### config.mk
export PLATFORM = sky130hd
export DESIGN_NAME = async_flow_stepper
export DESIGN_NICKNAME = d
export VERILOG_FILES = /design/src/rtl/flow_pkg.sv /design/src/rtl/flow_table_eval.sv /design/src/rtl/async_flow_stepper.sv
export SDC_FILE = /design/constraint.sdc
export NUM_CORES = 1
export LEC_CHECK = 0
export BUFFER_PORTS_ARGS = -buffer_cell sky130_fd_sc_hd__buf_2
export CORE_MARGIN = 2
export CORE_UTILIZATION = 25
export DETAILED_ROUTE_END_ITERATION = 12
export REMOVE_ABC_BUFFERS = 1
export SKIP_LAST_GASP = 1
export SLEW_MARGIN = 0
export SYNTH_ARGS = -nofsm -noshare
export SYNTH_HDL_FRONTEND = slang
export SYNTH_HIERARCHICAL = 1
export SYNTH_SLANG_ARGS = --single-unit
export TNS_END_PERCENT = 10
### constraint.sdc
create_clock -name clk -period 1.9 [get_ports clk]
set_input_delay 0.095 -clock clk [delete_from_list [all_inputs] [get_ports clk]]
set_output_delay 0.095 -clock clk [all_outputs]
set_load 0.03 [all_outputs]
### src/rtl/flow_pkg.sv
// Shared types and the flow-table lookup for the 2-input/2-state asynchronous circuit.
package flow_pkg;

  typedef enum logic [1:0] {
    IDLE   = 2'd0,
    SETTLE = 2'd1,
    DONE   = 2'd2,
    OSC    = 2'd3
  } state_e;

  localparam logic [1:0] Y_RESET = 2'b00;

  typedef struct packed {
    logic [1:0] ny;
    logic       z;
  } flow_res_t;

  // Full flow table f(x,y) -> (ny,z); z is only meaningful where ny == y.
  function automatic flow_res_t flow_lookup(input logic [1:0] x, input logic [1:0] y);
    flow_res_t r;
    case ({x, y})
      4'b00_00: r = {2'b00, 1'b0};
      4'b00_01: r = {2'b11, 1'b0};
      4'b00_10: r = {2'b00, 1'b0};
      4'b00_11: r = {2'b11, 1'b0};
      4'b01_00: r = {2'b01, 1'b0};
      4'b01_01: r = {2'b01, 1'b0};
      4'b01_10: r = {2'b01, 1'b1};
      4'b01_11: r = {2'b01, 1'b0};
      4'b11_00: r = {2'b01, 1'b0};
      4'b11_01: r = {2'b01, 1'b0};
      4'b11_10: r = {2'b11, 1'b1};
      4'b11_11: r = {2'b11, 1'b0};
      4'b10_00: r = {2'b00, 1'b0};
      4'b10_01: r = {2'b11, 1'b0};
      4'b10_10: r = {2'b10, 1'b1};
      4'b10_11: r = {2'b10, 1'b0};
      default:  r = {y, 1'b0};
    endcase
    return r;
  endfunction

  function automatic logic [1:0] flow_ny(input logic [1:0] x, input logic [1:0] y);
    flow_res_t t;
    t = flow_lookup(x, y);
    return t.ny;
  endfunction

endpackage

### src/rtl/flow_table_eval.sv
// Combinational flow-table evaluation, plus a look-ahead flag telling whether
// the next secondary state is itself stable under the same input.
module flow_table_eval
  import flow_pkg::*;
(
  input  logic [1:0] x_i,
  input  logic [1:0] y_i,
  output logic [1:0] ny_o,
  output logic       z_o,
  output logic       ny_stable_o
);

  flow_res_t cur;

  always_comb begin
    cur         = flow_lookup(x_i, y_i);
    ny_o        = cur.ny;
    z_o         = cur.z;
    ny_stable_o = (flow_ny(x_i, cur.ny) == cur.ny);
  end

endmodule

### src/rtl/async_flow_stepper.sv
// Steps the flow-table circuit one transition per clock from a latched input
// until the total state is stable, reporting step count, z and oscillation.
module async_flow_stepper
  import flow_pkg::*;
#(
  parameter int unsigned MAX_STEPS = 4,
  parameter int unsigned STEP_W    = 3
) (
  input  logic              clk,
  input  logic              rst,
  input  logic              start,
  input  logic [1:0]        x_in,
  output logic              busy,
  output logic              done,
  output logic [1:0]        y_out,
  output logic              z_out,
  output logic [STEP_W-1:0] steps,
  output logic              osc_err
);

  localparam logic [STEP_W-1:0] MAX_CNT = STEP_W'(MAX_STEPS);

  state_e            state_q, state_d;
  logic [1:0]        x_q, x_d;
  logic [1:0]        y_q, y_d;
  logic [STEP_W-1:0] steps_q, steps_d;
  logic              z_q, z_d;
  logic              busy_q, busy_d;
  logic              done_q, done_d;
  logic              osc_q, osc_d;

  logic [1:0]        ev_ny;
  logic              ev_z;
  logic              ev_ny_stable;
  logic [STEP_W-1:0] steps_inc;

  flow_table_eval u_eval (
    .x_i         (x_q),
    .y_i         (y_q),
    .ny_o        (ev_ny),
    .z_o         (ev_z),
    .ny_stable_o (ev_ny_stable)
  );

  assign steps_inc = steps_q + STEP_W'(1);

  // State register
  always_ff @(posedge clk) begin
    if (rst) state_q <= IDLE;
    else     state_q <= state_d;
  end

  // Next-state logic
  always_comb begin
    state_d = state_q;
    case (state_q)
      IDLE:    if (start) state_d = SETTLE;
      SETTLE: begin
        if (ev_ny == y_q)                              state_d = DONE;
        else if ((steps_inc == MAX_CNT) && !ev_ny_stable) state_d = OSC;
      end
      DONE:    state_d = IDLE;
      OSC:     state_d = IDLE;
      default: state_d = IDLE;
    endcase
  end

  // Datapath and registered-output next values
  always_comb begin
    x_d     = x_q;
    y_d     = y_q;
    steps_d = steps_q;
    z_d     = z_q;
    osc_d   = osc_q;
    busy_d  = (state_d == SETTLE);
    done_d  = (state_q == DONE);
    case (state_q)
      IDLE: begin
        if (start) begin
          x_d     = x_in;
          steps_d = '0;
          osc_d   = 1'b0;
        end
      end
      SETTLE: begin
        if (ev_ny == y_q) begin
          z_d = ev_z;
        end else begin
          y_d = ev_ny;
          if (steps_q != MAX_CNT) steps_d = steps_inc;
        end
      end
      OSC:     osc_d = 1'b1;
      default: ;
    endcase
  end

  always_ff @(posedge clk) begin
    if (rst) begin
      x_q     <= 2'b00;
      y_q     <= Y_RESET;
      steps_q <= '0;
      z_q     <= 1'b0;
      busy_q  <= 1'b0;
      done_q  <= 1'b0;
      osc_q   <= 1'b0;
    end else begin
      x_q     <= x_d;
      y_q     <= y_d;
      steps_q <= steps_d;
      z_q     <= z_d;
      busy_q  <= busy_d;
      done_q  <= done_d;
      osc_q   <= osc_d;
    end
  end

  assign busy    = busy_q;
  assign done    = done_q;
  assign y_out   = y_q;
  assign z_out   = z_q;
  assign steps   = steps_q;
  assign osc_err = osc_q;

endmodule

After elaboration in Yosys (flattened, before gate mapping)

Memories as Yosys holds them, arrays and structs flattened.
Index checks and enable logic that the tools add are counted.

Register bits after elaboration: 13
Memory bits (read-only): 96
Input bits: 5
Output and inout bits: 9
Memories: 2

$add $sub $neg: 1
Equal/unequal tests: 11
Muxes and demuxes: 10
Bitwise operators: 1
Reduce and logical (&&, ||, !) cells: 11

Memories:

| memory           | depth | width | read ports | clocked after Yosys merged registers in | wr ports | line           | text |
|---|---|---|---|---|---|---|---|
| (name not given) | 16    | 3     | 1          | 0                                       | 0        | flow_pkg.sv:21 | `case ({x, y})` |
| (name not given) | 16    | 3     | 1          | 0                                       | 0        | flow_pkg.sv:21 |  |

Operators by type and width:

| operator            | count |
|---|---|
| $mux 3              | 3 |
| $reduce_and 2->1    | 4 |
| $mux 2              | 3 |
| $ne 2x2->1 const B  | 3 |
| $pmux 2 s3          | 1 |
| $pmux 3 s2          | 1 |
| $eq 2x1->1 const B  | 2 |
| $eq 2x2->1          | 2 |
| $eq 2x2->1 const B  | 2 |
| $reduce_and 4->1    | 1 |
| $reduce_bool 2->1   | 2 |
| $add 3x1->3 const B | 1 |
| $eq 3x3->1 const B  | 1 |
| $ne 3x3->1 const B  | 1 |
| $logic_not 2->1     | 1 |
| $pmux 1 s2          | 1 |
| $reduce_or 2->1     | 1 |
| $logic_and 1x1->1   | 1 |
| $logic_not 1->1     | 1 |
| $mux 1              | 1 |
| $not 1->1           | 1 |

Logic depth before layout (Yosys ltp)

Gate-level depths: netlist of run 1.
An unclocked memory read counts as a cell.

Depth in word-level cells: 9
Mapped depth: 6
Gate-level depth less buffers: 6

Modules after synthesis

The synthesis of run 1 kept the hierarchy.

Modules (own cells, without submodules):

| module             | instances | cells each | area each (µm²) | sequential area each (µm²) |
|---|---|---|---|---|
| async_flow_stepper | 1         | 60         | 596.8           | 260.2 |
| flow_table_eval    | 1         | 6          | 41.3            | 0.0 |

Worst setup path after synthesis of run 1

OpenSTA, ideal clock, no wires.

Path type: register to register
Start: reg y_q[1] (netlist: y_out[1])
End: reg steps_q[2] (netlist: steps[2])
Setup time: 0.114 ns
Data arrival time: 1.619 ns
Data required time: 1.786 ns
Path slack: 0.167 ns
Cell stages (with the launch flop): 7
Path buffers: 0
Period minus slack after synthesis: 1.733 ns
Cells stage by stage: dfxtp_1 -> nand2_1 -> a21o_2 -> xor2_1 -> o2111a_2 -> o21ai_1 -> a21bo_1

Cells in the longest elaborated chain, start to end: 4

Ends and longest elaborated chain:

| element                           | line                      | text |
|---|---|---|
| from (decl)                       | async_flow_stepper.sv:25  | `logic [1:0] y_q, y_d;` |
| from (signal assigned)            | async_flow_stepper.sv:109 | `y_q <= y_d;` |
| $mem_v2 16x3                      | -                         |  |
| via ev_ny[0]                      | async_flow_stepper.sv:32  | `logic [1:0] ev_ny;` |
| $eq 2x2->1                        | async_flow_stepper.sv:86  | `if (ev_ny == y_q) begin` |
| $ne 2x2->1 (no source line)       | -                         |  |
| $reduce_and 4->1 (no source line) | -                         |  |
| to (signal assigned)              | async_flow_stepper.sv:110 | `steps_q <= steps_d;` |
| to (decl)                         | async_flow_stepper.sv:26  | `logic [STEP_W-1:0] steps_q, steps_d;` |

The timed path passes the listed nets, and every way through them passes these cells.
A chain may end at the register's enable or synchronous reset.

Worst setup path in the final report of run 1

Start: reg y_q[0] (netlist: y_out[0])
End: reg steps_q[2] (netlist: steps[2])

Same word-level chain as after synthesis.

==> results of run 1 <==
-- layer usage --
layer | global-route usage | wire, um | vias to the layer above
met3 | 0.00820 | 36 | 2
met5 | 0 | 0 | -
li1 | - | - | 261
met4 | 0.0625 | 19 | 0
met1 | 0.120 | 568 | 243
met2 | 0.116 | 516 | 11
-- registers in the layout (all words and copies together), names as in the netlist --
| signal | cells |
|---|---|
| y_out | 2 |
| busy | 1 |
| osc_err | 1 |
| state_q | 2 |
| done | 1 |
| x_q | 2 |
| steps | 3 |
| z_out | 1 |
-- power groups by stage --
| stage | sequential, uW | combinational [uW] | clock, uW |
|---|---|---|---|
| floorplan | 320 | 59.5 | 0 |
| global placement | 311 | 96.0 | 0 |
| detailed placement | 311 | 96.5 | 0 |
| CTS | 305 | 96.5 | 178 |
| global route | 307 | 106 | 195 |
| finish | 305 | 96.1 | 169 |
-- cells in the final DEF (no fill, tap or decap), types with 2 or more instances in the layout --
| cell type | netlist | layout |
|---|---|---|
| sky130_fd_sc_hd__buf_2 | 1 | 13 |
| sky130_fd_sc_hd__clkbuf_4 | 0 | 3 |
| sky130_fd_sc_hd__dfxtp_1 | 13 | 13 |
| sky130_fd_sc_hd__ha_1 | 3 | 3 |
| sky130_fd_sc_hd__inv_1 | 5 | 5 |
| sky130_fd_sc_hd__mux2i_1 | 5 | 5 |
| sky130_fd_sc_hd__nand2_1 | 2 | 2 |
| sky130_fd_sc_hd__nor2_1 | 9 | 9 |
| sky130_fd_sc_hd__nor3_1 | 4 | 4 |
| sky130_fd_sc_hd__nor3b_1 | 2 | 2 |
| sky130_fd_sc_hd__xor2_1 | 3 | 3 |
-- cells by family after synthesis --
family,count (synthesis),synth area share
flip-flops,13,0.408
buffers and inverters,7,0.0431
multiplexers,5,0.0784
AO/OA/AOI/OAI,12,0.153
adder cells (fa/ha/maj),3,0.0588
XOR/XNOR,3,0.0412
AND/OR/NAND/NOR,23,0.218
-- metrics by stage --
stage	worst slack, ns	total power (uW)
final	0.230	570
after detailed placement	0.256	408
after global placement	0.296	407
after CTS	0.232	580
after floorplan	0.167	380
after global routing	0.119	609
-- path summary, 6_finish.rpt --
kind	start	to	depth (start not counted)	slack, ns
max	y_out[0]$_SDFFE_PP0P_	steps[2]$_SDFFE_PP0P_	6	0.23
max reg2reg	y_out[0]$_SDFFE_PP0P_	steps[2]$_SDFFE_PP0P_	6	0.23
min reg2reg	z_out$_SDFFE_PP0P_	z_out$_SDFFE_PP0P_	2	0.50
min	x_in[1]	x_q[1]$_SDFFE_PP0P_	3	0.06
-- worst min-delay path, cell delays in order --
cell	delay [ns]
sky130_fd_sc_hd__buf_2	0.08
sky130_fd_sc_hd__mux2i_1	0.05
sky130_fd_sc_hd__nor2_1	0.07
-- area by class of cell --
cell class	instances	area, um^2
Multi-Input combinational cell	46	350
Sequential cell	13	260
Tap cell	30	37.5
Inverter	5	18.8
Fill cell	258	1700
Clock buffer	4	26.3
Timing Repair Buffer	13	65.1
==> results.txt, run 1 <==
The run finished with clean final reports. The number of DRC violations after detailed-routing iteration 0 is 5. The minimum clock period after layout is 1.67 ns. The area of the mapped netlist is 638 um^2. The sequential cell fraction of total power is 0.535. Of the total power, the clock network draws 0.296. The finished layout cell area came out at 758 um^2.

The number of placed cells counting well taps is 107. The number of antenna violations at the first check in global routing came out at 0. The library cell contributing the largest single delay on the critical path is sky130_fd_sc_hd__dfxtp_1. The detailed-route DRC error count is 0. The required arrival time at the worst endpoint is 2.07 ns. By instance count, the leading cell after synthesis is sky130_fd_sc_hd__dfxtp_1. The combinational share of power is 0.169. The TritonCTS clock tree is done. The tightest min-delay check is of the in -> reg type.

The number of antenna diodes in the final layout is 0. The I/O pin count came out at 14. The area inside the core boundary came out at 2450 um^2.

The post-CTS setup buffer count came out at 0. The proportion of synthesized chip area in sequential cells came out at 0.408. Of all cell types, the one taking the most synthesized area is sky130_fd_sc_hd__dfxtp_1. The maximum fanout along the worst path came out at 5. The first detailed-routing pass ran for 4 iterations. For this design, the CTS-stage hold fixing added 0 buffers. The share of the synthesized area in the top cell type came out at 0.408. The number of warnings printed during yosys synthesis came out at 6. In this run the number of H-tree levels came out at 1. The floorplan step set the die height to 54.5 um. Among all flip-flop cells after synthesis, the most frequent one is sky130_fd_sc_hd__dfxtp_1. The average cell area after synthesis is 9.67 um^2.

The total number of placement rows came out at 18. The core occupancy in the finished layout is 0.309. In this run the clock root is driven by a sky130_fd_sc_hd__clkbuf_4. Max-cap violations in this run came to 0. The global-route total usage across every layer is 0.0847. The via count of the routed design is 517. The number of different library cells in the post-synthesis netlist came out at 29. The number of flops mapped to enable cells by yosys is 0.

The critical path data arrival time is 1.84 ns. The maximum root-to-sink buffer count is 2. Relative to the synthesized area, the layout overhead comes to 18.8%. The dominant delay contributor by cell family on the critical path is compound AO/OA/AOI/OAI gates. The endpoint kind of the worst setup timing path is a flop. The area enclosed by the die boundary is 2970 um^2. The detail-routed net length per standard cell is 10.3 um.

The number of hold violations in the final report came out at 0. The number of buffers created by CTS is 3. After detailed routing, the total wire length is 1140 um.

Static timing analysis puts the maximum clock frequency at 599 MHz. The detail-routed via count per cell is 4.66. The final-report max-slew violation count is 0. The share of flip-flops with an asynchronous set or reset after synthesis came out at 0. The largest clock skew in the final design is 0.000785 ns. The floorplan step set the die width to 54.5 um. The kind of critical path is reg -> reg.

The post-route setup TNS came out at 0 ns. The gate count of the mapped netlist came out at 66. Of the total power, the share spent switching nets is 0.284. The final-stage net count came out at 90. The post-CTS clock slew at the launch and capture registers of the worst setup and hold paths came out at 0.08 ns. By area the synthesized netlist is led by sky130_fd_sc_hd__dfxtp_1, sky130_fd_sc_hd__mux2i_1, sky130_fd_sc_hd__ha_1, sky130_fd_sc_hd__nor2_1, sky130_fd_sc_hd__xor2_1.

The worst hold slack is 0.0581 ns. The tree built by TritonCTS fans out to 13 sinks. The flip-flop and latch count after synthesis is 13.

The effective utilization at floorplan came out at 0.260. The clock latency reported for the late side of the worst-skew pair came out at 0.27 ns. The relative slew slack is 0.686.

Setup repair after global routing left no endpoint under its margin. Entering global routing, the biggest net connects 18 pins. For the pin with the worst max-slew slack, the measured transition is 0.469 ns. The remaining global-route overflow came out at 0. The critical path buffer and inverter count came out at 1.

The number of global-route vias before repair is 421. The cell-internal power is 408 uW. Once the clock tree was built, the resizer swapped 0 gates to a different size. The share of the cycle needed by the critical path after routing is 0.879.

The longest individual stage delay on the worst path is 0.41 ns. The areal power density over the cells is 751 nW/um^2. The placed instances occupy a cell area of 732 um^2. The final number of setup-violating endpoints is 0. The count of nets left with antenna violations once routing finished came out at 0. The total half-perimeter wirelength after legalization and detailed placement is 856 um.

The first global-routing pass estimated 1820 um of wire. The fraction of layout cells with a size suffix above 1 is 0.259. The worst setup path is launched from a flop. Routability-driven placement finished with a final weighted congestion of 0.734. The leakage component of the power came out at 0.000376 uW. The net load switching power is 162 uW.

Traced cell by cell, the critical path runs through inv_1, o21ai_0, xor2_1, o2111a_2, nor3_2, a21bo_1. The commonest cells after synthesis are sky130_fd_sc_hd__dfxtp_1, sky130_fd_sc_hd__nor2_1, sky130_fd_sc_hd__inv_1, sky130_fd_sc_hd__mux2i_1, sky130_fd_sc_hd__nor3_1. The final instance count without filler cells is 111.

During placement, the flow inserted port buffers numbering 13. Across the VDD grid, the largest voltage drop is 0.311 mV.
(Power assumes the default switching activity.)
==> run 2, diff against run 1 <==
- CORE_AREA: unset -> 2 2 39 41
- CORE_MARGIN: 2 -> unset
- CORE_UTILIZATION: 25 -> unset
- DIE_AREA: unset -> 0 0 41 43
- PLACE_DENSITY: unset -> 0.72
==> results.txt, run 2 (synthesis gave the netlist of run 1 again) <==
The leakage component of the power came out at 0.000376 uW (unchanged). The depth of the worst hold-timing path is 3 (unchanged). The last weighted congestion value of the routability-driven placer was 0.771 (was 0.734). The number of buffers added to fix hold violations after cts is 0 (unchanged). The critical path data arrival time is 1.84 ns (about the same).

The first-pass detailed-route iteration total came out at 2 (was 4). The effective utilization at floorplan is 0.461 (was 0.260). The area growth from synthesis to layout is 16.1% (was 18.8%). The detail-routed net length per standard cell came out at 11.7 um (was 10.3 um). The detailed-route DRC error count is 0 (unchanged).

The post-route setup TNS is 0 ns (unchanged). The required arrival time at the worst endpoint is 2.07 ns (about the same). The total clock sinks is 13 (unchanged). The areal power density over the cells came to 769 nW/um^2 (was 751 nW/um^2).

The maximum clock rate was 597 MHz (was 599 MHz). The number of I/O port buffers came out at 13 (unchanged). The maximum root-to-sink buffer count came out at 2 (unchanged). The launch point of the critical path is y_out[0]$_SDFFE_PP0P_ (unchanged).

The largest net degree at the start of global routing is 18 (unchanged). The area inside the core boundary is 1380 um^2 (was 2450 um^2). The die width came out at 41 um (was 54.5 um). The number of hold violations in the final report is 0 (unchanged). The number of DRC violations after detailed-routing iteration 0 is 7 (was 5). The number of flip-flops under the largest register name is 3 (unchanged). Unrepaired setup endpoints after global routing: false (unchanged). The final-report max-slew violation count was 0 (unchanged). The max-capacitance violation count came out at 0 (unchanged).

The maximum ir drop on the vdd rail came out at 0.393 mV (was 0.311 mV). The number of global-route vias before repair came to 454 (was 421). The detail-routed via count per cell came out at 5.20 (was 4.66). The vertical die dimension is 43 um (was 54.5 um). The fraction of power spent switching nets is 0.283 (was 0.284). The final number of setup-violating endpoints came out at 0 (unchanged).

The cell-internal power came out at 408 uW (about the same). The worst reg-to-reg setup slack was 0.22 ns (was 0.23 ns). The final-stage net count came to 90 (unchanged). The clock latency reported for the late side of the worst-skew pair is 0.27 ns (about the same). The fraction of layout cells with a size suffix above 1 is 0.259 (unchanged). The startpoint of the lowest-slack hold path is x_in[0] (was x_in[1]). The share of the cycle needed by the critical path after routing came out at 0.882 (was 0.879).

The number of buffers created by CTS came to 3 (unchanged). The length in cells of the worst reg-to-reg path came out at 6 (unchanged). The startpoint of the lowest-slack register-to-register path is y_out[0]$_SDFFE_PP0P_ (unchanged).

Commonest cells after routing, fill and taps aside: sky130_fd_sc_hd__dfxtp_1, sky130_fd_sc_hd__buf_2, sky130_fd_sc_hd__nor2_1 (unchanged). The total number of placement rows came out at 14 (was 18). The path category of the worst min-delay check is in -> reg (unchanged). The total wire length after detailed routing came to 1130 um (was 1140 um). The startpoint kind of the worst setup timing path is a flop (unchanged). The net load switching power came out at 161 uW (was 162 uW). The global-route wire length before repair was 1880 um (was 1820 um). The TritonCTS clock tree is done (unchanged). The largest clock skew in the final design is 0.00680 ns (was 0.000785 ns).

The master cell of the clock root buffer was sky130_fd_sc_hd__clkbuf_4 (unchanged). The maximum fanout along the worst path is 5 (unchanged). The final antenna-violating net count is 0 (unchanged).

The post-CTS setup buffer count came out at 0 (unchanged). Outcome: finished, final reports clean (unchanged). The number of diodes came out at 0 (unchanged).

The final instance count without filler cells is 97 (was 111). The post-CTS clock slew at the launch and capture registers of the worst setup and hold paths is 0.08 ns (about the same). The number of placed cells counting well taps was 93 (was 107). The kind of critical path is reg -> reg (unchanged). The remaining global-route overflow came out at 0 (unchanged). The total half-perimeter wirelength after legalization and detailed placement was 840 um (was 856 um). The endpoint kind of the worst setup timing path is a flop (unchanged). The number of antenna violations at the first check in global routing came out at 0 (unchanged). The total of cells resized after clock tree synthesis is 0 (unchanged). The H-tree level count is 1 (unchanged). The sequential cell fraction of total power is 0.535 (about the same).

The clock network fraction of design power is 0.294 (was 0.296). The minimum clock period after layout is 1.68 ns (was 1.67 ns). The endpoint of the worst register-to-register path was steps[2]$_SDFFE_PP0P_ (unchanged). The relative slew slack came to 0.669 (was 0.686). The via count of the routed design is 504 (was 517). The I/O pin count came out at 14 (unchanged). The transition time at the pin with the least slew margin is 0.494 ns (was 0.469 ns). The worst-case hold path end point is x_q[0]$_SDFFE_PP0P_ (was x_q[1]$_SDFFE_PP0P_). The overall power after layout is 570 uW (about the same). The global-route total usage across every layer is 0.158 (was 0.0847).

The area enclosed by the die boundary came to 1760 um^2 (was 2970 um^2). The combinational share of power came out at 0.170 (was 0.169).
## run 2: area by class of cell
cell class / instances / area, um^2
tap: 16 / 20.0
timing repair buffer: 13 / 65.1
sequential: 13 / 260
multi-input combinational: 46 / 350
fill: 137 / 643
clock buffer: 4 / 26.3
inverter: 5 / 18.8
## run 2: routing by layer
| layer | track usage | routed length (um) | share of wire | vias to the layer above |
|---|---|---|---|---|
| li1 | - | - | - | 261 |
| met1 | 0.198 | 552 | 0.49 | 231 |
| met2 | 0.234 | 518 | 0.46 | 10 |
| met3 | 0.0628 | 52 | 0.046 | 2 |
| met4 | 0.0600 | 9 | 0.0080 | 0 |
| met5 | 0 | 0 | 0 | - |
## run 2: per-stage QoR
step | utilization | hold slack [ns] | instance area [um^2] | worst slack [ns]
3_5_place_dp | 0.516 | 0.351 | 714 | 0.221
4_1_cts | 0.535 | 0.0681 | 741 | 0.216
5_1_grt | 0.535 | 0.0829 | 741 | 0.0780
6_report | 0.535 | 0.0658 | 741 | 0.224
3_3_place_gp | 0.516 | 0.331 | 714 | 0.280
2_1_floorplan | - | 0.166 | 629 | 0.167
## run 2: how the worst max path moves through the flow
stage,end
floorplan,steps[2]$_SDFFE_PP0P_
global placement,steps[2]$_SDFFE_PP0P_
detailed placement,steps[2]$_SDFFE_PP0P_
CTS,steps[2]$_SDFFE_PP0P_
global route,steps[2]$_SDFFE_PP0P_
finish,steps[2]$_SDFFE_PP0P_
## run 2: power by group through the flow
stage	Clock, uW	Sequential (uW)	Combinational, uW
global route	184	307	107
CTS	170	305	97.4
detailed placement	0	311	96.8
floorplan	0	320	59.5
global placement	0	311	95.0
finish	168	305	97.0
## run 2: worst max-delay path, cell delays in order (launching register included)
cell	delay, ns
sky130_fd_sc_hd__dfxtp_1	0.41
sky130_fd_sc_hd__inv_1	0.09
sky130_fd_sc_hd__o21ai_0	0.26
sky130_fd_sc_hd__xor2_1	0.28
sky130_fd_sc_hd__o2111a_2	0.28
sky130_fd_sc_hd__nor3_2	0.06
sky130_fd_sc_hd__a21bo_1	0.20
==> run 3, diff against run 2 <==
- CORE_AREA: 2 2 39 41 -> unset
- CORE_MARGIN: unset -> 2
- CORE_UTILIZATION: unset -> 51
- DIE_AREA: 0 0 41 43 -> unset
- PLACE_DENSITY: 0.72 -> 0.75
- SLEW_MARGIN: 0 -> 20
- SYNTH_HIERARCHICAL: 1 -> unset
==> results.txt, run 3 <==
Outcome: finished, final reports clean (unchanged). The kind of critical path is reg -> reg (unchanged). The TritonCTS clock tree is done (unchanged). Largest cells by area after synthesis: sky130_fd_sc_hd__dfxtp_1, sky130_fd_sc_hd__ha_1, sky130_fd_sc_hd__a21oi_1, sky130_fd_sc_hd__nor2_1, sky130_fd_sc_hd__mux2i_1 (was sky130_fd_sc_hd__dfxtp_1, sky130_fd_sc_hd__mux2i_1, sky130_fd_sc_hd__ha_1, sky130_fd_sc_hd__nor2_1, sky130_fd_sc_hd__xor2_1). The gate count of the mapped netlist came out at 73 (was 66). The number of buffers created by CTS came out at 3 (unchanged). The number of buffers added to fix hold violations after cts is 0 (unchanged). The pre-CTS setup slack is 0.404 ns (was 0.221 ns).

The maximum clock rate is 656 MHz (was 597 MHz). The final number of setup-violating endpoints came out at 0 (unchanged). The clock latency reported for the late side of the worst-skew pair came out at 0.27 ns (about the same).

The library cell contributing the largest single delay on the critical path was sky130_fd_sc_hd__dfxtp_1 (unchanged). The dominant delay contributor by cell family on the critical path is compound AO/OA/AOI/OAI gates (unchanged). The path category of the worst min-delay check is in -> reg (unchanged).

The required arrival time at the worst endpoint is 2.06 ns (was 2.07 ns). The routed length on met2 was 591 um (was 518 um). The relative slew slack is 0.708 (was 0.669). The number of antenna violations at the first check in global routing came to 0 (unchanged). The effective utilization at floorplan came out at 0.534 (was 0.461).

The average cell area after synthesis came out at 9.27 um^2 (was 9.67 um^2). The post-CTS clock slew at the launch and capture registers of the worst setup and hold paths came out at 0.08 ns (about the same). The via count of the routed design is 586 (was 504). The H-tree level count came to 1 (unchanged). The final antenna-violating net count came out at 0 (unchanged). The maximum ir drop on the vdd rail came out at 0.485 mV (was 0.393 mV). The number of DRC violations after detailed-routing iteration 0 came out at 8 (was 7). The total number of placement rows is 13 (was 14). The maximum root-to-sink buffer count is 2 (unchanged). The number of diodes is 0 (unchanged). The vertical die dimension is 40.4 um (was 43 um). The transition time at the pin with the least slew margin came out at 0.436 ns (was 0.494 ns). The number of global-route vias before repair is 446 (was 454). The critical path data arrival time came out at 1.69 ns (was 1.84 ns). The largest clock skew in the final design came out at 0.00412 ns (was 0.00680 ns). List of most frequent post-synthesis cells: sky130_fd_sc_hd__dfxtp_1, sky130_fd_sc_hd__nor2_1, sky130_fd_sc_hd__a21oi_1 (was sky130_fd_sc_hd__dfxtp_1, sky130_fd_sc_hd__nor2_1, sky130_fd_sc_hd__inv_1, sky130_fd_sc_hd__mux2i_1, sky130_fd_sc_hd__nor3_1).

The fraction of layout cells with a size suffix above 1 is 0.264 (was 0.259). The routed length on met1 came to 615 um (was 552 um). The number of I/O port buffers is 13 (unchanged). The remaining global-route overflow came out at 0 (unchanged). The share of the cycle needed by the critical path after routing came out at 0.802 (was 0.882). The flip-flop cell with the highest count after synthesis was sky130_fd_sc_hd__dfxtp_1 (unchanged). The area enclosed by the die boundary came out at 1630 um^2 (was 1760 um^2). The endpoint kind of the worst setup timing path is a flop (unchanged). The total of cells resized after clock tree synthesis is 0 (unchanged). The area of the mapped netlist came out at 677 um^2 (was 638 um^2). The minimum clock period after layout came out at 1.52 ns (was 1.68 ns). The flip-flop and latch count after synthesis came out at 13 (unchanged). Commonest cells after routing, fill and taps aside: sky130_fd_sc_hd__dfxtp_1, sky130_fd_sc_hd__buf_2, sky130_fd_sc_hd__nor2_1 (unchanged). The largest area contributor in the synthesized netlist is sky130_fd_sc_hd__dfxtp_1 (unchanged).

The final instance count without filler cells came out at 102 (was 97). The critical path buffer and inverter count is 1 (unchanged). The largest net degree at the start of global routing is 15 (was 18). Cell-by-cell listing of the critical path: inv_1, ha_1, and2_1, a211oi_4, o21bai_1, a32o_1 (was inv_1, o21ai_0, xor2_1, o2111a_2, nor3_2, a21bo_1).

The number of flops mapped to enable cells by yosys came out at 0 (unchanged). The number of placed cells counting well taps was 98 (was 93). The maximum fanout along the worst path came out at 5 (unchanged). The number of warnings printed during yosys synthesis is 0 (was 6). The share of the synthesized area in the top cell type came out at 0.384 (was 0.408). The max-capacitance violation count came out at 0 (unchanged). The share of flip-flops with an asynchronous set or reset after synthesis came out at 0 (unchanged). The global-route wire length before repair came out at 1950 um (was 1880 um).

The most frequently used cell type in the post-synthesis netlist is sky130_fd_sc_hd__dfxtp_1 (unchanged). Unrepaired setup endpoints after global routing: false (unchanged). The longest individual stage delay on the worst path came to 0.37 ns (was 0.41 ns). The final-stage net count was 96 (was 90). The top layer used by detailed routing is met4 (unchanged).

The first-pass detailed-route iteration total is 5 (was 2). The number of inserted filler cells in the final layout came out at 115 (was 137). The area inside the core boundary is 1270 um^2 (was 1380 um^2). The leakage component of the power is 0.000311 uW (was 0.000376 uW). The number of different library cells in the post-synthesis netlist came to 32 (was 29).

The number of hold violations in the final report came to 0 (unchanged). The total wire length after detailed routing was 1280 um (was 1130 um). The total clock sinks is 13 (unchanged). The post-CTS setup buffer count is 0 (unchanged). The I/O pin count is 14 (unchanged).

The global-route total usage across every layer came out at 0.183 (was 0.158). The detail-routed net length per standard cell is 12.5 um (was 11.7 um). The number of flip-flops under the largest register name came to 3 (unchanged). The proportion of synthesized chip area in sequential cells came out at 0.384 (was 0.408).

The detail-routed via count per cell came out at 5.75 (was 5.20). The die width came out at 40.4 um (was 41 um). The detailed-route DRC error count came out at 0 (unchanged). The last weighted congestion value of the routability-driven placer came out at 0.718 (was 0.771). The final-report max-slew violation count is 0 (unchanged). The final worst slack was 0.376 ns (was 0.224 ns). The area growth from synthesis to layout is 11.8% (was 16.1%). The areal power density over the cells came to 744 nW/um^2 (was 769 nW/um^2). The startpoint kind of the worst setup timing path is a flop (unchanged). The routed wire length on met3 came out at 59 um (was 52 um). The master cell of the clock root buffer is sky130_fd_sc_hd__clkbuf_4 (unchanged). The post-route setup TNS came to 0 ns (unchanged).
==> run 3: changes by cell type after synthesis, moves of 2 or more <==
cell,change
sky130_fd_sc_hd__a21oi_1,+6
sky130_fd_sc_hd__o21bai_1,+2
sky130_fd_sc_hd__mux2i_1,-2
sky130_fd_sc_hd__xor2_1,-3
sky130_fd_sc_hd__nand2_1,+3
==> run 3: path summary, 6_finish.rpt <==
check / slack, ns / start / endpoint / depth (start not counted)
worst max register to register: 0.38 / steps[0]$_SDFFE_PP0P_ / steps[1]$_SDFFE_PP0P_ / 6
worst min-delay path: 0.05 / x_in[1] / x_q[1]$_SDFFE_PP0P_ / 3
worst min register to register: 0.51 / osc_err$_SDFFE_PP0P_ / osc_err$_SDFFE_PP0P_ / 2
worst max-delay path: 0.38 / steps[0]$_SDFFE_PP0P_ / steps[1]$_SDFFE_PP0P_ / 6
==> run 3: where the power goes <==
part	total [uW]	leakage, uW	switching (uW)	internal, uW
clock network	170	0.0000150	88.4	81.3
logic	92.6	0.000190	54.9	37.7
registers	301	0.000106	16.0	285
total	563	0.000311	159	404
==> run 3: kinds of logic after synthesis <==
group                      share of synthesized area
DFF                                            0.384
and+or+nand+nor                                0.235
buffers and inverters                         0.0665
xor gates and xnor gates                      0.0240
muxes                                         0.0444
adders and majority gates                     0.0555
AOI/OAI and AO/OA                              0.190
==> run 3: routing by layer <==
metal	track usage	vias to the layer above
li1	-	284
met1	0.241	278
met2	0.266	22
met3	0.0500	2
met4	0.100	0
met5	0	-
==> run 3: per-stage QoR <==
step | cell area, um^2 | total power, uW | utilization | hold WS (ns)
final | 757 | 563 | 0.597 | 0.0507
after global routing | 757 | 597 | 0.597 | 0.0786
after CTS | 757 | 567 | 0.597 | 0.0505
after detailed placement | 731 | 399 | 0.576 | 0.337
after global placement | 731 | 398 | 0.576 | 0.330
after floorplan | 647 | 372 | - | 0.164
==> run 3: worst register-to-register path, stage by stage, from the launching register on <==
cell	delay, ns
sky130_fd_sc_hd__dfxtp_1	0.37
sky130_fd_sc_hd__inv_1	0.08
sky130_fd_sc_hd__ha_1	0.18
sky130_fd_sc_hd__and2_1	0.17
sky130_fd_sc_hd__a211oi_4	0.28
sky130_fd_sc_hd__o21bai_1	0.10
sky130_fd_sc_hd__a32o_1	0.23
==> run 3: cell type report <==
cell class | count | area (um^2) | share of cell area
Multi-Input combinational cell | 53 | 372 | 0.491
Sequential cell | 13 | 260 | 0.344
Timing Repair Buffer | 13 | 65.1 | 0.0860
Clock buffer | 4 | 26.3 | 0.0347
Tap cell | 15 | 18.8 | 0.0248
Inverter | 4 | 15.0 | 0.0198
